## src/rtl/data_mem_sized.sv

```systemverilog
// data_mem_sized: byte-addressed, word-organised data RAM for the MEM stage.
// Supports byte/half/word loads and stores with sign or zero extension, a
// programmable access latency and a ready/error completion handshake.
//
// Parameters
//   DEPTH    number of 32-bit words (power of two, >= 4)
//   LATENCY  edges from request acceptance to ready (1..15)
//   ADDR_W   byte address width
// Ports
//   clk, reset_n            clock, async active-low reset
//   address                 byte address, captured at acceptance
//   writeData               right-aligned store data
//   memWrite, memRead       store / load request
//   memSize                 00 byte, 01 half, 10 word, 11 illegal
//   memUnsigned             1 = zero-extend loads
//   readData                extended load result (held between loads)
//   ready                   one-cycle completion pulse
//   busy                    request in flight
//   error                   faulted access, qualified by ready

// One byte lane of the RAM: a DEPTH x 8 array with its own write enable.
module data_mem_sized_lane #(
  parameter int DEPTH = 64,
  parameter int IDX_W = 6
) (
  input  logic             clk,
  input  logic             we,
  input  logic [IDX_W-1:0] idx,
  input  logic [7:0]       wData,
  output logic [7:0]       rData
);
  logic [7:0] ram [DEPTH];

  // Contents are intentionally not reset.
  always_ff @(posedge clk)
    if (we) ram[idx] <= wData;

  assign rData = ram[idx];
endmodule

module data_mem_sized #(
  parameter int DEPTH   = 64,
  parameter int LATENCY = 1,
  parameter int ADDR_W  = 32
) (
  input  logic              clk,
  input  logic              reset_n,
  input  logic [ADDR_W-1:0] address,
  input  logic [31:0]       writeData,
  input  logic              memWrite,
  input  logic              memRead,
  input  logic [1:0]        memSize,
  input  logic              memUnsigned,
  output logic [31:0]       readData,
  output logic              ready,
  output logic              busy,
  output logic              error
);
  localparam int NUM_LANES = 4;
  localparam int IDX_W     = $clog2(DEPTH);

  typedef enum logic [1:0] {IDLE, WAIT, RESP} state_t;

  typedef struct packed {
    logic [ADDR_W-1:0] addr;
    logic [31:0]       wdata;
    logic [1:0]        size;
    logic              uns;
    logic              rd;
    logic              wr;
  } memReq_t;

  state_t  state;
  memReq_t req;
  logic [3:0] cnt;

  logic oob, fault, doWrite;
  logic [NUM_LANES-1:0]       laneEn;
  logic [NUM_LANES-1:0][7:0]  wLaneData;
  logic [NUM_LANES-1:0][7:0]  rWord;
  logic [31:0]                shifted, loadVal;

  // Word index out of range: any index bit above the RAM's index width.
  if (ADDR_W > IDX_W + 2) begin : gOob
    assign oob = |req.addr[ADDR_W-1:IDX_W+2];
  end else begin : gNoOob
    assign oob = 1'b0;
  end

  always_comb begin
    fault = oob | (req.rd & req.wr);
    case (req.size)
      2'b00:   ;
      2'b01:   if (req.addr[0]) fault = 1'b1;
      2'b10:   if (req.addr[1:0] != 2'b00) fault = 1'b1;
      default: fault = 1'b1;
    endcase
  end

  // Lane enables and lane-replicated store data, little-endian.
  always_comb begin
    laneEn = '0;
    case (req.size)
      2'b00:   laneEn[req.addr[1:0]] = 1'b1;
      2'b01:   laneEn = req.addr[1] ? 4'b1100 : 4'b0011;
      2'b10:   laneEn = 4'b1111;
      default: laneEn = '0;
    endcase
  end

  always_comb begin
    case (req.size)
      2'b00:   wLaneData = {NUM_LANES{req.wdata[7:0]}};
      2'b01:   wLaneData = {2{req.wdata[15:0]}};
      default: wLaneData = req.wdata;
    endcase
  end

  // The write happens on the edge that leaves RESP; reset forces IDLE so an
  // aborted access never reaches this point.
  assign doWrite = (state == RESP) & req.wr & ~fault;

  for (genvar g = 0; g < NUM_LANES; g++) begin : gLane
    data_mem_sized_lane #(.DEPTH(DEPTH), .IDX_W(IDX_W)) uLane (
      .clk   (clk),
      .we    (doWrite & laneEn[g]),
      .idx   (req.addr[IDX_W+1:2]),
      .wData (wLaneData[g]),
      .rData (rWord[g])
    );
  end

  // Shift the addressed lane(s) down to bit 0, then extend.
  assign shifted = rWord >> {req.addr[1:0], 3'b000};

  always_comb begin
    case (req.size)
      2'b00:   loadVal = {{24{~req.uns & shifted[7]}},  shifted[7:0]};
      2'b01:   loadVal = {{16{~req.uns & shifted[15]}}, shifted[15:0]};
      default: loadVal = shifted;
    endcase
  end

  always_ff @(posedge clk or negedge reset_n) begin
    if (!reset_n) begin
      state    <= IDLE;
      req      <= '0;
      cnt      <= '0;
      readData <= '0;
      ready    <= 1'b0;
      busy     <= 1'b0;
      error    <= 1'b0;
    end else begin
      ready <= 1'b0;
      error <= 1'b0;
      case (state)
        IDLE: begin
          if (memRead | memWrite) begin
            req  <= '{addr: address, wdata: writeData, size: memSize,
                      uns: memUnsigned, rd: memRead, wr: memWrite};
            busy <= 1'b1;
            if (LATENCY == 1) begin
              state <= RESP;
            end else begin
              state <= WAIT;
              cnt   <= 4'(LATENCY - 1);
            end
          end
        end
        WAIT: begin
          cnt <= cnt - 4'd1;
          if (cnt == 4'd1) state <= RESP;
        end
        RESP: begin
          ready <= 1'b1;
          error <= fault;
          busy  <= 1'b0;
          state <= IDLE;
          // Any load (faulted or not) updates readData; stores leave it alone.
          if (req.rd) readData <= fault ? 32'h0 : loadVal;
        end
        default: state <= IDLE;
      endcase
    end
  end
endmodule

```

## config.mk

```make
export PLATFORM = sky130hd
export DESIGN_NAME = data_mem_sized
export DESIGN_NICKNAME = d
export VERILOG_FILES = /design/src/rtl/data_mem_sized.sv
export SDC_FILE = /design/constraint.sdc
export NUM_CORES = 2
export LEC_CHECK = 0
export CAP_MARGIN = 40
export CORE_ASPECT_RATIO = 0.75
export CORE_MARGIN = 10
export CORE_UTILIZATION = 55
export CTS_BUF_LIST = sky130_fd_sc_hd__clkbuf_4 sky130_fd_sc_hd__clkbuf_8 sky130_fd_sc_hd__clkbuf_16
export CTS_CLUSTER_SIZE = 24
export DETAILED_ROUTE_END_ITERATION = 10
export PLACE_DENSITY = 0.71
export SYNTH_ARGS = -nofsm -noshare
export SYNTH_HDL_FRONTEND = slang
export SYNTH_SLANG_ARGS = --single-unit
```

## constraint.sdc

```tcl
create_clock -name clk -period 4.2 [get_ports clk]
set_clock_uncertainty 0.1 [all_clocks]
set_input_delay 0.42 -clock clk [delete_from_list [all_inputs] [get_ports clk]]
set_output_delay 0.42 -clock clk [all_outputs]
set_load 0.1 [all_outputs]
```

=== Word level (Yosys, flattened, before mapping) ===
Memory sizes are Yosys's and may differ from the RTL's.
Index checks and enable logic that the tools add are counted.

* $add $sub $neg: 1
* Multipliers: 0
* Divide/modulo/power cells: 0
* Magnitude comparators: 2
* Equality and inequality tests: 7
* Shifts and indexed selects: 1
* Muxes and demuxes: 25
* Bitwise operators: 13
* Reduce and logical (&&, ||, !) cells: 10

{| class="wikitable"
|+ Operators with widths
! kind !! count
|-
| $pmux 32 s2 || 2
|-
| $mux 32 || 1
|-
| $shr 32x5->32 || 1
|-
| $reduce_or 24->1 || 1
|-
| $mux 1 || 14
|-
| $pmux 4 s3 || 1
|-
| $and 1x1->1 || 9
|-
| $reduce_and 2->1 || 4
|-
| $eq 2x1->1 const B || 2
|-
| $eq 2x2->1 const B || 2
|-
| $eq 4x1->1 const B || 1
|-
| $logic_not 2->1 || 2
|-
| $mux 2 || 2
|-
| $mux 4 || 1
|-
| $ne 2x2->1 const B || 2
|-
| $pmux 2 s2 || 1
|-
| $reduce_bool 2->1 || 2
|-
| $sub 4x1->4 const B || 1
|-
| $lt 2x3->1 const B || 1
|-
| $pmux 1 s3 || 1
|-
| $demux 1 s2 || 1
|-
| $ge 2x1->1 const B || 1
|-
| $not 1->1 || 2
|-
| $or 1x1->1 || 2
|-
| 2 further kinds || 2
|}

* Register bits after elaboration: 110
* Latch bits: 0
* Memory bits (writable): 2048
* Memory bits (read-only): 0
* Input port bits: 71
* Output and inout bits: 35
* Logic and storage cells: 75
* Memories kept: 4

{| class="wikitable"
|+ Memories
! name !! words !! width !! rd ports !! clocked after Yosys merged registers in !! write ports !! line !! text
|-
| gLane[0].uLane.ram || 64 || 8 || 1 || 0 || 1 || 32 || <nowiki>logic [7:0] ram [DEPTH];</nowiki>
|-
| gLane[1].uLane.ram || 64 || 8 || 1 || 0 || 1 || 32 ||
|-
| gLane[2].uLane.ram || 64 || 8 || 1 || 0 || 1 || 32 ||
|-
| gLane[3].uLane.ram || 64 || 8 || 1 || 0 || 1 || 32 ||
|}

=== Logic depth before layout (Yosys ltp) ===
* Depth in word-level cells: 9
* Depth in mapped cells: 14
* Gate-level depth less buffers: 8

=== Hierarchy ===
From an unflattened synthesis, not the netlist that was laid out.

* Cell total of the unflattened synthesis: 5246
* Area total of the unflattened synthesis: 86125.1 um^2

{| class="wikitable"
|+ By module, submodules not included
! module !! instances !! cells each !! area each (um^2)
|-
| data_mem_sized_lane || 4 || 1163 || 20289.5
|-
| data_mem_sized || 1 || 594 || 4967.3
|}

=== Worst setup path before layout ===
Ideal clock, no wire load.

* Path kind: reg2reg
* From: reg req[41] in the netlist's numbering
* To: reg readData[19]
* Setup time: 131 ps
* Arrival: 2737 ps
* Required time: 3969 ps
* Slack: 1232 ps
* Cell stages (with the launch flop): 14
* Path through: dfrtp_1 buf_4 buf_2 buf_2 buf_2 buf_2 mux2i_1 nor2_1 a2111oi_0 o221ai_1 nor4_1 mux2i_1 a221oi_1 a21oi_1

* Word-level cells in the longest chain between the ends: 5
* Elaborated cells between the ends (all ways): 9

{| class="wikitable"
|+ RTL lines
! what !! line !! text
|-
| start, declared || 74 || <nowiki>memReq_t req;</nowiki>
|-
| start signal, assigned || 159 || <nowiki>req <= '{addr: address, wdata: writeData, size: memSize,</nowiki>
|-
| $mem_v2 64x8 || n/a ||
|-
| $shr 32x5->32 (*) || 134 || <nowiki>assign shifted = rWord >> {req.addr[1:0], 3'b000};</nowiki>
|-
| $and 1x1->1, on equally long branches || 139, 138 ||
|-
| $pmux 32 s2 (*) || 137 || <nowiki>case (req.size)</nowiki>
|-
| $mux 32 (*) || 180 || <nowiki>if (req.rd) readData <= fault ? 32'h0 : loadVal;</nowiki>
|-
| end signal, assigned || 180 ||
|-
| end, declared || 54 || <nowiki>output logic [31:0] readData,</nowiki>
|}

Every way passes the cells marked *; elsewhere a longest branch is shown, timed or not.
A chain may end at the register's enable or synchronous reset.

=== Worst setup path in the final report ===
* From: reg req[40] in the netlist's numbering
* To: reg readData[5]

* Word-level cells in the longest chain between the ends: 4
* Elaborated cells between the ends (all ways): 7

{| class="wikitable"
|+ RTL lines
! what !! line
|-
| $mem_v2 64x8 || n/a
|-
| $shr 32x5->32 (*) || 134
|-
| $pmux 32 s2 (*) || 137
|-
| $mux 32 (*) || 180
|}

Marked as above.

==> flow_summary.toml <==
[synthesis]
netlist_instances = 4942
ys_seq_elements = 2152
synthFlopType = "edfxtp_1"
ys_async_sr_fraction_pct = 4.83
ys_types = 89
synthesis.nets = 5017
syn_area_mm2 = 0.0829
ys_seq_area_share_pct = 77.3
synth_area_per_cell_um2 = 16.8
yosysWarnings = 0
synth_edf_count = 2048

[sta]
finalHoldViolCount = 0
setup_viol = 1
fmax_mhz = 236
period_minus_slack_ns = 4.24
rsz0062_at_grt = "false"
fin_crit_sh_pct = 101
maxSlewHeadroom_pct = 29.0
worstMarginPinSlew_ns = 1.06
hold_ws_ns = 0.0192
slew_viol_final = 0
setup_slack_ns = -0.0444

[detailed_routing]
first_iter_violations = 10266
drt-pass1-iter-count = 7
wl_per_cell_um = 36.1
vias_per_cell = 7.01
drtAntennaViolNets = 0
routed_wirelength_mm = 279
drc = 0
vias = 54058

[power]
leakagePower_uw = 0.0323
peakVddDrop_v = 0.000466
pwr_density_cell_mw_per_mm2 = 558
finalPower_uw = 54500

[critical_path]
cpMostUsedCell = "buf_4"
critical_path_class = "register to register"
critPathRequiredTime_ns = 4.85
start_kind = "register"
max_stage_delay_ns = 0.80
crit_chain = "buf_12 -> or2_2 -> o22ai_1 -> o31ai_1 -> o211ai_1 -> nor4_2 -> buf_4 -> buf_4 -> mux2_2 -> nand2_1 -> a32o_1"
critPathSlowestCell = "o31ai_1"
cp_max_fo = 32
critPathArrivalTime_ns = 4.89
worst_path_dominant_cell_family = "compound AO/OA/AOI/OAI gates"
crit_buf_inv = 3
endpoint_kind = "register"

[global_route]
grt_use_met2_pct = 44.4
grt_max_degree = 96
antenna_found_initial = 15
met1_usage_pct = 45.5
busiest_layer = "met1"
grt_pass1_wl_mm = 389
track_usage_pct = 32.8
grt_remaining_overflow = 0
grtUsageMet3_pct = 15.0
grt_pass1_vias = 51114

[clocking]
cts_tree = "built"
cts.htree.levels = 4
insertion_delay_ns = 0.87
clk_pin_slew_ns = 0.07
root_buffer = "clkbuf_16"
numCtsBuffers = 190
clock_tree.buffer_depth = 3
clkSinkCount = 2152

[place]
placed_cells_incl_taps = 7290
dp_hpwl_mm = 185
placed_area_mm2 = 0.0907
gp_congestion = 0.998
port_buffers = 105

[floorplan]
fp.dieW_um = 468
design.die.area_mm2 = 0.167
rows = 123
start_util_pct = 55.3
die_y_um = 356
core_area_mm2 = 0.150
io_pins = 106

[min_path]
hold_path_class = "input port to register"

[layout]
area_growth_pct = 17.7
fin_nets = 5613
fillers = 10110
stdcell_area_mm2 = 0.0976
drive_gt1_share_pct = 20.7
fin_util_pct = 65.1
instances_no_fill = 7710

[run]
drv_cap = 0

[outcome]
status = "complete, but fails checks"
violations = "setup timing"
[routing by layer]
layer / vias to the layer above / share of wire [%]
met5: - / 0.085
met4: 20 / 5.0
met3: 802 / 18
met2: 4938 / 41
met1: 27003 / 35
li1: 21295 / -
[Yosys cell counts (all sizes together) (19+ instances only)]
library cell,number,area (um2)
and4,21,184
mux2,91,1020
a2111oi,23,220
mux2i,87,871
mux4,72,1640
o221ai,33,289
buf,206,1110
a221o,53,531
o2bb2ai,25,219
edfxtp,2048,61500
o22ai,191,1190
dfrtp,104,2600
and4b,19,194
nor2,317,1190
clkbuf,155,582
a21oi,83,415
nand2,377,1420
o31ai,24,180
a221oi,51,447
nor3,38,195
a31oi,54,338
nor4,42,275
o21ai,56,280
nand3,24,120
a22oi,339,2540
a22o,82,718
nand4,29,181
a211oi,30,230
[cells in the final DEF, fill, tap and decap left out, types with 23 or more instances in the layout]
master and n:
edfxtp_1 2048, buf_4 510, nand2_1 361, a22oi_1 338, nor2_1 315, clkbuf_16 195
o22ai_1 190, clkdlybuf4s50_1 104, dfrtp_1 93, mux2_2 88, mux2i_1 87, a21oi_1 83
a22o_1 74, mux4_2 68, buf_12 60, a31oi_1 54, a221o_1 53, dlygate4sd3_1 53
o21ai_0 51, a221oi_1 51, clkinv_2 46, clkinv_1 41, nor4_1 39, nor3_1 35
o221ai_1 33, nand4_1 29, a211oi_1 29, clkbuf_4 28, o2bb2ai_1 25, o31ai_1 24
nand3_1 23
[tightest hold or removal path, delay by kind of cell]
family,cells,cell delay (ns)
AND/OR/NAND/NOR,2,0.12
buffers and inverters,1,0.40
[stage by stage]
stage / worst slack (ns) / TNS, ns
5_1_grt: 0.0494 / 0
4_1_cts: 0.0184 / 0
3_3_place_gp: 0.0627 / 0
6_report: -0.0444 / -0.0444
2_1_floorplan: 1.23 / 0
3_5_place_dp: -0.00626 / -0.00626
[registers in the layout, summed over array words and instances, names as in the netlist]
signal / flops
state: 1
ready: 1
readData: 32
gLane.uLane.ram: 2048
error: 1
req: 69
[path summary, 6_finish.rpt]
kind | startpoint | end | slack [ns] | depth (start not counted)
worst min register to register | req[23] | req[23] | 0.38 | 2
worst min-delay path | writeData[15] | req[20] | 0.02 | 3
min in group asynchronous | reset_n | readData[26] | 0.09 | 3
worst max register to register | req[40] | readData[5] | -0.04 | 11
worst max-delay path | req[40] | readData[5] | -0.04 | 11
max in group asynchronous | reset_n | req[43] | 3.00 | 3
[layout make-up]
cell class	count	area, um2	share of cell area [%]
sequential	2152	64100	65.7
multi-input combinational	2410	17300	17.7
timing repair buffer	765	7370	7.55
clock buffer	229	5170	5.30
tap	2000	2500	2.56
clock inverter	124	1070	1.10
inverter	19	76.3	0.0782
antenna	11	27.5	0.0282
[cell families after synthesis]
kind of cell	after synthesis	synth area share (%)
AOI/OAI and AO/OA	1153	10.4
adders and majority gates	4	0.0604
buffers and inverters	380	2.13
DFF	2152	77.3
muxes	250	4.26
and+or+nand+nor	1003	5.86
[timing repair]
item	in CTS	in global routing
pin swaps	0	1
buffers inserted	0	2
hold buffers	53	0
resized for setup	1	7
endpoints found under the setup margin	1	44
endpoints found under the hold margin	155	0
[report_power, final]
group          internal (uW)  total, uW  switching (uW)
combinational           3380      11300            7940
clock                   9670      17600            7920
sequential             25200      25600             327
Power figures use the tool's default switching activity.
